==> src/rtl/load_store_unit.sv <==
`default_nettype none
// ============================================================================
// load_store_unit -- single-outstanding byte/half/word load/store unit that
// uses read-modify-write for sub-word stores.           Rev 1.0
// ============================================================================
module load_store_unit (
  input  logic        clk,
  input  logic        rst_n,
  input  logic        req_valid,
  output logic        req_ready,
  input  logic        req_we,
  input  logic [1:0]  req_size,
  input  logic        req_unsigned,
  input  logic [31:0] req_addr,
  input  logic [31:0] req_wdata,
  output logic        rsp_valid,
  output logic [31:0] rsp_rdata,
  output logic        rsp_err,
  output logic [31:0] mem_addr,
  output logic [31:0] mem_wdata,
  output logic        mem_we,
  input  logic [31:0] mem_rdata
);

  typedef enum logic [1:0] {IDLE = 2'd0, READ = 2'd1, WRITE = 2'd2, RESP = 2'd3} state_t;

  state_t      state_q, state_d;
  logic [31:0] addr_q, addr_d;
  logic [31:0] wdata_q, wdata_d;
  logic [31:0] rword_q, rword_d;
  logic [1:0]  size_q, size_d;
  logic        we_q, we_d;
  logic        uns_q, uns_d;
  logic        err_q, err_d;

  logic        misaligned;
  logic [7:0]  lane_byte;
  logic [15:0] lane_half;
  logic [31:0] load_val;
  logic [31:0] store_word;

  always_comb begin
    misaligned = (req_size == 2'b11)
               | ((req_size == 2'b01) & req_addr[0])
               | ((req_size == 2'b10) & (req_addr[1:0] != 2'b00));
  end

  always_comb begin
    state_d = state_q;
    addr_d  = addr_q;
    wdata_d = wdata_q;
    rword_d = rword_q;
    size_d  = size_q;
    we_d    = we_q;
    uns_d   = uns_q;
    err_d   = err_q;
    case (state_q)
      IDLE: begin
        if (req_valid) begin
          addr_d  = req_addr;
          wdata_d = req_wdata;
          size_d  = req_size;
          we_d    = req_we;
          uns_d   = req_unsigned;
          err_d   = misaligned;
          rword_d = '0;
          if (misaligned)
            state_d = RESP;
          else if (req_we && (req_size == 2'b10))
            state_d = WRITE;
          else
            state_d = READ;
        end
      end
      READ: begin
        rword_d = mem_rdata;
        state_d = we_q ? WRITE : RESP;
      end
      WRITE:   state_d = RESP;
      RESP:    state_d = IDLE;
      default: state_d = IDLE;
    endcase
  end

  always_comb begin
    case (addr_q[1:0])
      2'd0:    lane_byte = rword_q[7:0];
      2'd1:    lane_byte = rword_q[15:8];
      2'd2:    lane_byte = rword_q[23:16];
      default: lane_byte = rword_q[31:24];
    endcase
    lane_half = addr_q[1] ? rword_q[31:16] : rword_q[15:0];
    case (size_q)
      2'b00:   load_val = uns_q ? {24'b0, lane_byte} : {{24{lane_byte[7]}}, lane_byte};
      2'b01:   load_val = uns_q ? {16'b0, lane_half} : {{16{lane_half[15]}}, lane_half};
      default: load_val = rword_q;
    endcase
  end

  // Sub-word stores merge into the word fetched during READ.
  always_comb begin
    store_word = rword_q;
    case (size_q)
      2'b00: begin
        case (addr_q[1:0])
          2'd0:    store_word[7:0]   = wdata_q[7:0];
          2'd1:    store_word[15:8]  = wdata_q[7:0];
          2'd2:    store_word[23:16] = wdata_q[7:0];
          default: store_word[31:24] = wdata_q[7:0];
        endcase
      end
      2'b01: begin
        if (addr_q[1])
          store_word[31:16] = wdata_q[15:0];
        else
          store_word[15:0]  = wdata_q[15:0];
      end
      default: store_word = wdata_q;
    endcase
  end

  always_comb begin
    req_ready = (state_q == IDLE) & rst_n;
    rsp_valid = (state_q == RESP);
    rsp_err   = (state_q == RESP) & err_q;
    rsp_rdata = ((state_q == RESP) && !err_q && !we_q) ? load_val : 32'd0;
    mem_addr  = ((state_q == READ) || (state_q == WRITE)) ? {addr_q[31:2], 2'b00} : 32'd0;
    mem_we    = (state_q == WRITE);
    mem_wdata = (state_q == WRITE) ? store_word : 32'd0;
  end

  // Async clear takes state out of WRITE at once, so mem_we falls with rst_n.
  always_ff @(posedge clk or negedge rst_n) begin
    if (!rst_n) begin
      state_q <= IDLE;
      addr_q  <= '0;
      wdata_q <= '0;
      rword_q <= '0;
      size_q  <= '0;
      we_q    <= 1'b0;
      uns_q   <= 1'b0;
      err_q   <= 1'b0;
    end else begin
      state_q <= state_d;
      addr_q  <= addr_d;
      wdata_q <= wdata_d;
      rword_q <= rword_d;
      size_q  <= size_d;
      we_q    <= we_d;
      uns_q   <= uns_d;
      err_q   <= err_d;
    end
  end

endmodule
`default_nettype wire

==> config.mk <==
export PLATFORM = sky130hd
export DESIGN_NAME = load_store_unit
export DESIGN_NICKNAME = d
export VERILOG_FILES = /design/src/rtl/load_store_unit.sv
export SDC_FILE = /design/constraint.sdc
export NUM_CORES = 1
export LEC_CHECK = 0
export CAP_MARGIN = 10
export CORE_UTILIZATION = 42
export DETAILED_ROUTE_END_ITERATION = 12
export PLACE_DENSITY = 0.86
export SKIP_LAST_GASP = 1
export SLEW_MARGIN = 0
export SYNTH_ARGS = -nofsm -noshare
export SYNTH_HDL_FRONTEND = slang
export SYNTH_SLANG_ARGS = --single-unit
==> constraint.sdc <==
create_clock -name clk -period 1.54 [get_ports clk]
set_clock_uncertainty 0.05 [all_clocks]
set_input_delay 0.154 -clock clk [delete_from_list [all_inputs] [get_ports clk]]
set_output_delay 0.154 -clock clk [all_outputs]
set_load 0.005 [all_outputs]
-- Word-level counts from Yosys, hierarchy flattened
Cells that the tools add are included.
- register bits: 103
- latch bits: 0
- bits in writable memories: 0
- memory bits (read-only): 0
- bits of input ports: 103
- output and inout port bits: 100
- logic and storage cells: 60
- memories kept: 0
- add/subtract/negate cells: 0
- $mul: 0
- div/mod/pow operators: 0
- magnitude comparators: 0
- eq/ne operators: 10
- shift-type cells: 0
- multiplexer cells: 22
- bitwise logic cells: 6
- reductions and logical operators: 14
- operators with widths (cell ; number):
    32-bit two-way mux ; 6
    32-bit case mux with 2 select lines ; 3
    16-bit two-way mux ; 3
    8-bit two-way mux ; 4
    8-bit case mux with 3 select lines ; 1
    2-bit == test, second input constant ; 5
    2-bit by 1-bit == test with 1-bit output, second input constant ; 4
    2-bit case mux with 4 select lines ; 1
    2-bit zero test ; 3
    2-bit two-way mux ; 3
    1-bit bitwise AND ; 4
    2-bit AND reduction ; 2
    2-bit nonzero test ; 2
    1-bit logical AND ; 3
    3-bit OR reduction ; 1
    1-bit zero test ; 2
    2-bit inequality test, second input constant ; 1
    1-bit bitwise OR ; 2
    1-bit logical OR ; 1
    1-bit two-way mux ; 1

-- Depth between registers and ports, before layout
- word-level depth: 7
- depth in mapped cells: 8
- mapped depth without buffers: 6

-- Least setup slack after synthesis
OpenSTA, ideal clock, no wires.
- kind: register to output
- start: register state_q[0]
- end: output port rsp_rdata[10]
- arrival time: 1.494 ns
- required time: 1.336 ns
- setup slack: -0.158 ns
- stages on the path, launching flop included: 6
- buffers on the path: 1
- cell sequence: dfrtp_1 -> ha_1 -> or3b_1 -> buf_2 -> a21oi_4 -> o211a_1
- cells in the longest elaborated chain, start to end: 4
- ends and longest elaborated chain (what ; RTL line ; text):
    start, declared ; 27 ; state_t state_q, state_d;
    start signal, assigned ; 144 ; state_q <= state_d;
    2-bit == test ; -- ;
    via rsp_valid ; 16 ; output logic rsp_valid,
    1-bit logical AND (2 in a row) ; 126 ; rsp_rdata = ((state_q == RESP) && !err_q && !we_q) ? load_val : 32'd0;
    32-bit two-way mux ; 126 ;
    end, declared ; 17 ; output logic [31:0] rsp_rdata,
The timed path passes the listed nets, and every way through them passes these cells.

-- Final worst setup path
- start: register state_q[0]
- end: output port rsp_rdata[10]
- cells in the longest elaborated chain, start to end: 4
- ends and longest elaborated chain (what ; RTL line):
    2-bit == test ; 126
    1-bit logical AND (2 in a row) ; 126
    32-bit two-way mux ; 126
Every way passes these cells.

==> run summary <==
Starting Density: 43.58%
Setup-failing EPs final: 200
vias in the first global route: 6,560
commonest non-fill, non-tap cells in the layout: 109 x buf_4, 101 x dfrtp_1, 101 x clkdlybuf4s50_1, 66 x buf_2, 65 x buf_6
Overall Power: 26.31 mW
CTS tree: yes
global-route wire length before repair: 36.47 mm
Core Area: 0.01345 sq mm
DP Wirelength: 15.30 mm
DRC: 0
combinational family with the most area after synthesis: multiplexers
Worst Setup End Kind: output port
Layout area overhead: 85.85%
Max Cap Viol: 0
post-synthesis adder-cell area fraction: 0.8536%
clock root cell: clkbuf_16
IO Pins: 203
status: finished with violations
drt via density: 6.151
Routed Antenna Nets: 0
Syn. warnings: 0
TritonCTS Buffers: 9
commonest non-fill, non-tap cell in the layout: buf_4
clk slew on worst S/H paths: 80 ps
total wire length: 28.44 mm
Tot GR Track Use: 33.47%
failing checks: negative setup slack
Syn Inst Count: 551
Slew @ Worst Pin: 659.4 ps
EDFF count, synth: 0
Chip Height: 120.2 microns
Synth Area in Compound Gates: 18.69%
dpl cells: 992
worst-path maximum fanout: 3
Die W: 120.2 microns
WS Path Type: reg -> out
Longest Clk Path Bufs: 2
top-area cell type share of the netlist area: 43.96%
register area share after synthesis: 43.96%
CP Launch Type: flip-flop
Synth Flop Type: dfrtp_1
CTS Sinks: 103
Hold WC Path Type: in -> reg
Leak: 5.265 nW
Final GP Congestion: 0.9090
DR pass1 iterations: 5
post-route insts no fill: 1,105
mux contribution to synthesized area: 19.27%
GRT overflow: 0
WL/cell: 25.74 microns
initial antenna violation count: 0
Distinct cells, synth: 46
# rows: 42
final core occ: 81.00%
H-tree Lvls: 3
xor/xnor share of the synthesized area: 0%
Synth area leader: dfrtp_1
Final Worst Setup Slack: -856.1 ps
Final Critical Period: 2396 ps
FFs w/ async S/R, synth: 100.0%
port buffer count: 200
Post-Syn Area: 0.005863 sq mm
share of layout cells above drive strength 1: 55.33%
max-slew violation count: 0
DIE AREA: 0.01444 sq mm
Yosys reg bits: 103
final hold slack: 347.5 ps
critical path arrival: 2190 ps
worst skew pair latency: 360 ps
CP Data Required Time: 1340 ps
unrepaired setup endpoints after global routing: yes
Pwr Density: 2415 mW/mm^2
Hold Fails Final Rpt: 0
DR iter-0 viols: 589
synth top area cells: dfrtp_1 44%, mux2_2 15%, a22o_1 4.9%
Rel. slew slack: 55.90%
mean area per synthesized cell: 10.64 sq um
ANT cells: 0
IR drop worst, VDD: 1.628 mV
# nets final: 1,031
Tcrit/Tclk final: 155.6%
pin count of the biggest net entering global routing: 104
Peak Freq: 0.4173 GHz
Post-Synth Simple-Gate Area: 12.44%
vias: 6,797
## path summary, 6_finish.rpt
kind                                             start                 endpoint  slack, ps  depth (start not counted)
min in group asynchronous                        rst_n  wdata_q[16]$_DFFE_PN0P_        400                          3
worst min-delay path                       req_addr[4]    addr_q[4]$_DFFE_PN0P_        350                          2
worst min register to register  addr_q[22]$_DFFE_PN0P_   addr_q[22]$_DFFE_PN0P_        470                          1
worst max register to register  state_q[0]$_DFFE_PN0P_  rword_q[16]$_DFFE_PN0P_       -570                         11
worst max-delay path            state_q[0]$_DFFE_PN0P_            rsp_rdata[10]       -860                          8
max in group asynchronous                        rst_n    addr_q[0]$_DFFE_PN0P_        560                          3
## worst max-delay path: stages (launching register included)
cell and delay (ps):
dfrtp_1 380, ha_2 200, or3b_4 420, buf_6 140, a21oi_4 200, buf_6 150, buf_6 80, o211a_1 140
buf_2 120
## registers in the layout (all words and copies together), names as in the netlist
register,flops
rword_q,32
wdata_q,32
size_q,2
state_q,2
err_q,1
uns_q,1
addr_q,32
we_q,1
## per-stage QoR
| stage | cell area, sq um | setup slack [ps] | TNS, ps |
|---|---|---|---|
| finish | 10900 | -856.1 | -108790 |
| global route | 10900 | -906.1 | -115290 |
| CTS | 10040 | -860.9 | -93560 |
| detailed placement | 8835 | -702.2 | -87280 |
| global placement | 8835 | -670.5 | -78350 |
| floorplan | 5952 | -125.4 | -2572 |
## cells in the mapped netlist (5+ instances only)
master / number
o22a_1: 8
o31ai_1: 8
a22oi_1: 15
a21oi_1: 12
a22o_1: 33
o22ai_1: 15
o21ai_0: 11
mux2i_1: 26
o211a_1: 7
nor3_1: 5
dfrtp_1: 103
inv_1: 9
o221a_2: 6
a32oi_1: 7
buf_4: 5
a21boi_0: 7
mux2_2: 76
nor2b_1: 10
nand2b_1: 5
nand2_1: 62
buf_2: 17
clkbuf_1: 18
and2_1: 33
nor2_1: 22
## per-layer routing
| layer | track usage [%] | part of all wire (%) |
|---|---|---|
| met1 | 40.03 | 36 |
| met2 | 56.54 | 49 |
| met3 | 8.080 | 8.7 |
| met4 | 15.39 | 6.3 |
| met5 | 0 | 0 |
## cell type report
class	count	area (sq um)
tap	176	220.2
fill	701	2556
sequential	103	2580
clock inverter	6	61.31
inverter	10	45.04
multi-input combinational	395	3776
timing repair buffer	405	3975
clock buffer	10	239.0
## power breakdown
part,switching (mW),internal [mW]
sequential,1.48,4.03
combinational,8.16,10.3
clock,1.20,1.18
## cells by family (layout without fill, tap and decap cells)
kind of cell	after synthesis	in the layout
buffers and inverters	55	431
AO/OA/AOI/OAI	138	138
multiplexers	103	103
flip-flops	103	103
adder cells (fa/ha/maj)	4	4
AND/OR/NAND/NOR	147	148
other	1	2
## repair_timing
item / 4_1_cts / 5_1_grt
pin swaps: 49 / 48
resized for setup: 442 / 157
setup buffers: 53 / 35
setup endpoints to repair: 201 / 201
endpoints found under the hold margin: 103 / 0
hold buffers: 1 / 0
cloned: 6 / 12
Power figures use the tool's default switching activity.
==> RTL edit, RTL diff (same flow settings) <==
Put a register stage on the output `rsp_err`, with the module's reset. The value now appears one clock later. The other outputs are not delayed to match.
--- a/src/rtl/load_store_unit.sv
+++ b/src/rtl/load_store_unit.sv
@@ -23,6 +23,8 @@
 );
 
   typedef enum logic [1:0] {IDLE = 2'd0, READ = 2'd1, WRITE = 2'd2, RESP = 2'd3} state_t;
+
+  logic rsp_err_d;
 
   state_t      state_q, state_d;
   logic [31:0] addr_q, addr_d;
@@ -122,7 +124,7 @@
   always_comb begin
     req_ready = (state_q == IDLE) & rst_n;
     rsp_valid = (state_q == RESP);
-    rsp_err   = (state_q == RESP) & err_q;
+    rsp_err_d = (state_q == RESP) & err_q;
     rsp_rdata = ((state_q == RESP) && !err_q && !we_q) ? load_val : 32'd0;
     mem_addr  = ((state_q == READ) || (state_q == WRITE)) ? {addr_q[31:2], 2'b00} : 32'd0;
     mem_we    = (state_q == WRITE);
@@ -152,6 +154,14 @@
     end
   end
 
+  always_ff @(posedge clk or negedge rst_n) begin
+    if (!rst_n) begin
+      rsp_err <= '0;
+    end else begin
+      rsp_err <= rsp_err_d;
+    end
+  end
+
 endmodule
 `default_nettype wire
 
Formal check against the unedited RTL: not equivalent (Yosys sat finds a counterexample within 4 cycles, from zero or initial values and one cycle with rst_n low).
==> RTL edit against the original RTL <==
  * The run still ends with negative setup slack left
  * Worst hold slack worse by 0.018 ns
  * Final area is 4.2% higher
  * Power up 15%
  * Synthesized area rose by 0.43%
  * Cell count increased by 0.36%
  * Critical path depth up 1
  * Wire length is 24% higher
  * Core utilization up 3.4 points
  * Sequential cell count up 1
  * Die area rose by 0.43%
  * Worst setup slack got worse by 0.28 ns
  * Fmax is 10% lower
  * Critical endpoint is now rsp_rdata[31]
  * Largest power group unchanged
  * Highest routed layer unchanged
==> RTL edit: results (changes against the original RTL) <==
| Metric | Value |
|---|---|
| Worst-path maximum fanout | `5 (was 3)` |
| Setup WS post-layout | `-1.14 ns (was -0.856 ns)` |
| Tot GR Track Use | `39.6% (was 33.5%)` |
| Post-synth top cells | `dfrtp_1, mux2_2, nand2_1 (unchanged)` |
| Post-detail-place hpwl | `15,400 µm (was 15,300 µm)` |
| Psw | `12,800 µW (was 10,800 µW)` |
| Fin nets | `1,035 (was 1,031)` |
| Least-Margin Pin Slew | `0.642 ns (was 0.659 ns)` |
| Initial DRC count | `1,082 (was 589)` |
| Final TNS setup | `-114.13 ns (was -108.79 ns)` |
| Status | `finished with violations (unchanged)` |
| Synth top area cells | `dfrtp_1, mux2_2, a22o_1 (unchanged)` |
| Post-cts gate resize count | `574 (was 442)` |
| Placed Area | `8870 µm² (was 8830 µm²)` |
| Pleak | `0.00538 µW (was 0.00526 µW)` |
| Max incr delay on CP | `0.47 ns (was 0.42 ns)` |
| DR WL/cell | `31.9 µm (was 25.7 µm)` |
| Sequential fraction of the synthesis area | `44.2% (was 44.0%)` |
| Register-to-Register Path Depth | `9 (was 11)` |
| Critical path arrival | `2.47 ns (was 2.19 ns)` |
| Failing checks | `negative setup slack (unchanged)` |
| Layout cells sized above 1 | `59.6% (was 55.3%)` |
| Endpoints failing setup | `200 (unchanged)` |
| Gp weighted congestion | `0.933 (was 0.909)` |
| Largest net degree at the start of global routing | `105 (was 104)` |
| Fillers | `581 (was 701)` |
| DRT Pass-1 Iters | `9 (was 5)` |
| Vias per cell | `6.70 (was 6.15)` |
| Final Non-Filler Cells | `1,109 (was 1,105)` |
| Syn avg cell area | `10.7 µm² (was 10.6 µm²)` |
| Vias in the first global route | `7,106 (was 6,560)` |
| Peak VDD IR | `0.00226 V (was 0.00163 V)` |
-- RTL edit: cell types whose count changed after synthesis, sizes merged --
cell / delta
dfrtp: +1
-- RTL edit: routing by layer --
layer	wire, µm	GRT usage, %	part of all wire, %
met1	11400	44.3	32
met2	15700	68.6	44
met3	4740	10.0	13
met4	3510	22.1	9.9
met5	0	0	0
-- RTL edit: worst max-delay path, delay by kind of cell, from the launching register on --
kind	cells	cell delay [ns]
flops	1	0.43
simple gates	4	0.78
fa+ha+maj	1	0.31
buf+inv	4	0.55
-- RTL edit: worst paths after layout --
path                              start       endpoint  slack [ns]
max                          state_q[0]  rsp_rdata[31]       -1.14
min                        req_addr[16]     addr_q[16]        0.33
max reg2reg                  state_q[0]     wdata_q[3]       -0.51
min reg2reg                   addr_q[9]      addr_q[9]        0.48
max in group asynchronous         rst_n      addr_q[0]        0.60
min in group asynchronous         rst_n     wdata_q[4]        0.40
-- RTL edit: layout make-up --
type                            count  area (µm²)  share of cell area [%]
Sequential cell                   104        2610                    22.9
Multi-Input combinational cell    395        3980                    35.0
Tap cell                          176         220                    1.94
Inverter                           10        43.8                   0.386
Timing Repair Buffer              408        4210                    37.1
Clock buffer                       10         239                    2.10
Clock inverter                      6        62.6                   0.551
-- RTL edit: logic make-up after synthesis --
group           count (synthesis)  share of synthesized area, %
flops                         104                          44.2
fa+ha+maj                       4                         0.850
compound gates                138                          18.6
other cells                     1                        0.0637
mux                           103                          19.2
simple gates                  147                          12.4
buf+inv                        55                          4.70
-- RTL edit: power by group through the flow --
stage / Clock, µW / Combinational [µW] / Sequential (µW)
floorplan: 0 / 6330 / 4840
global placement: 0 / 11900 / 5200
detailed placement: 0 / 12200 / 5270
CTS: 2360 / 17400 / 5260
global route: 2520 / 22400 / 5810
finish: 2450 / 22000 / 5850
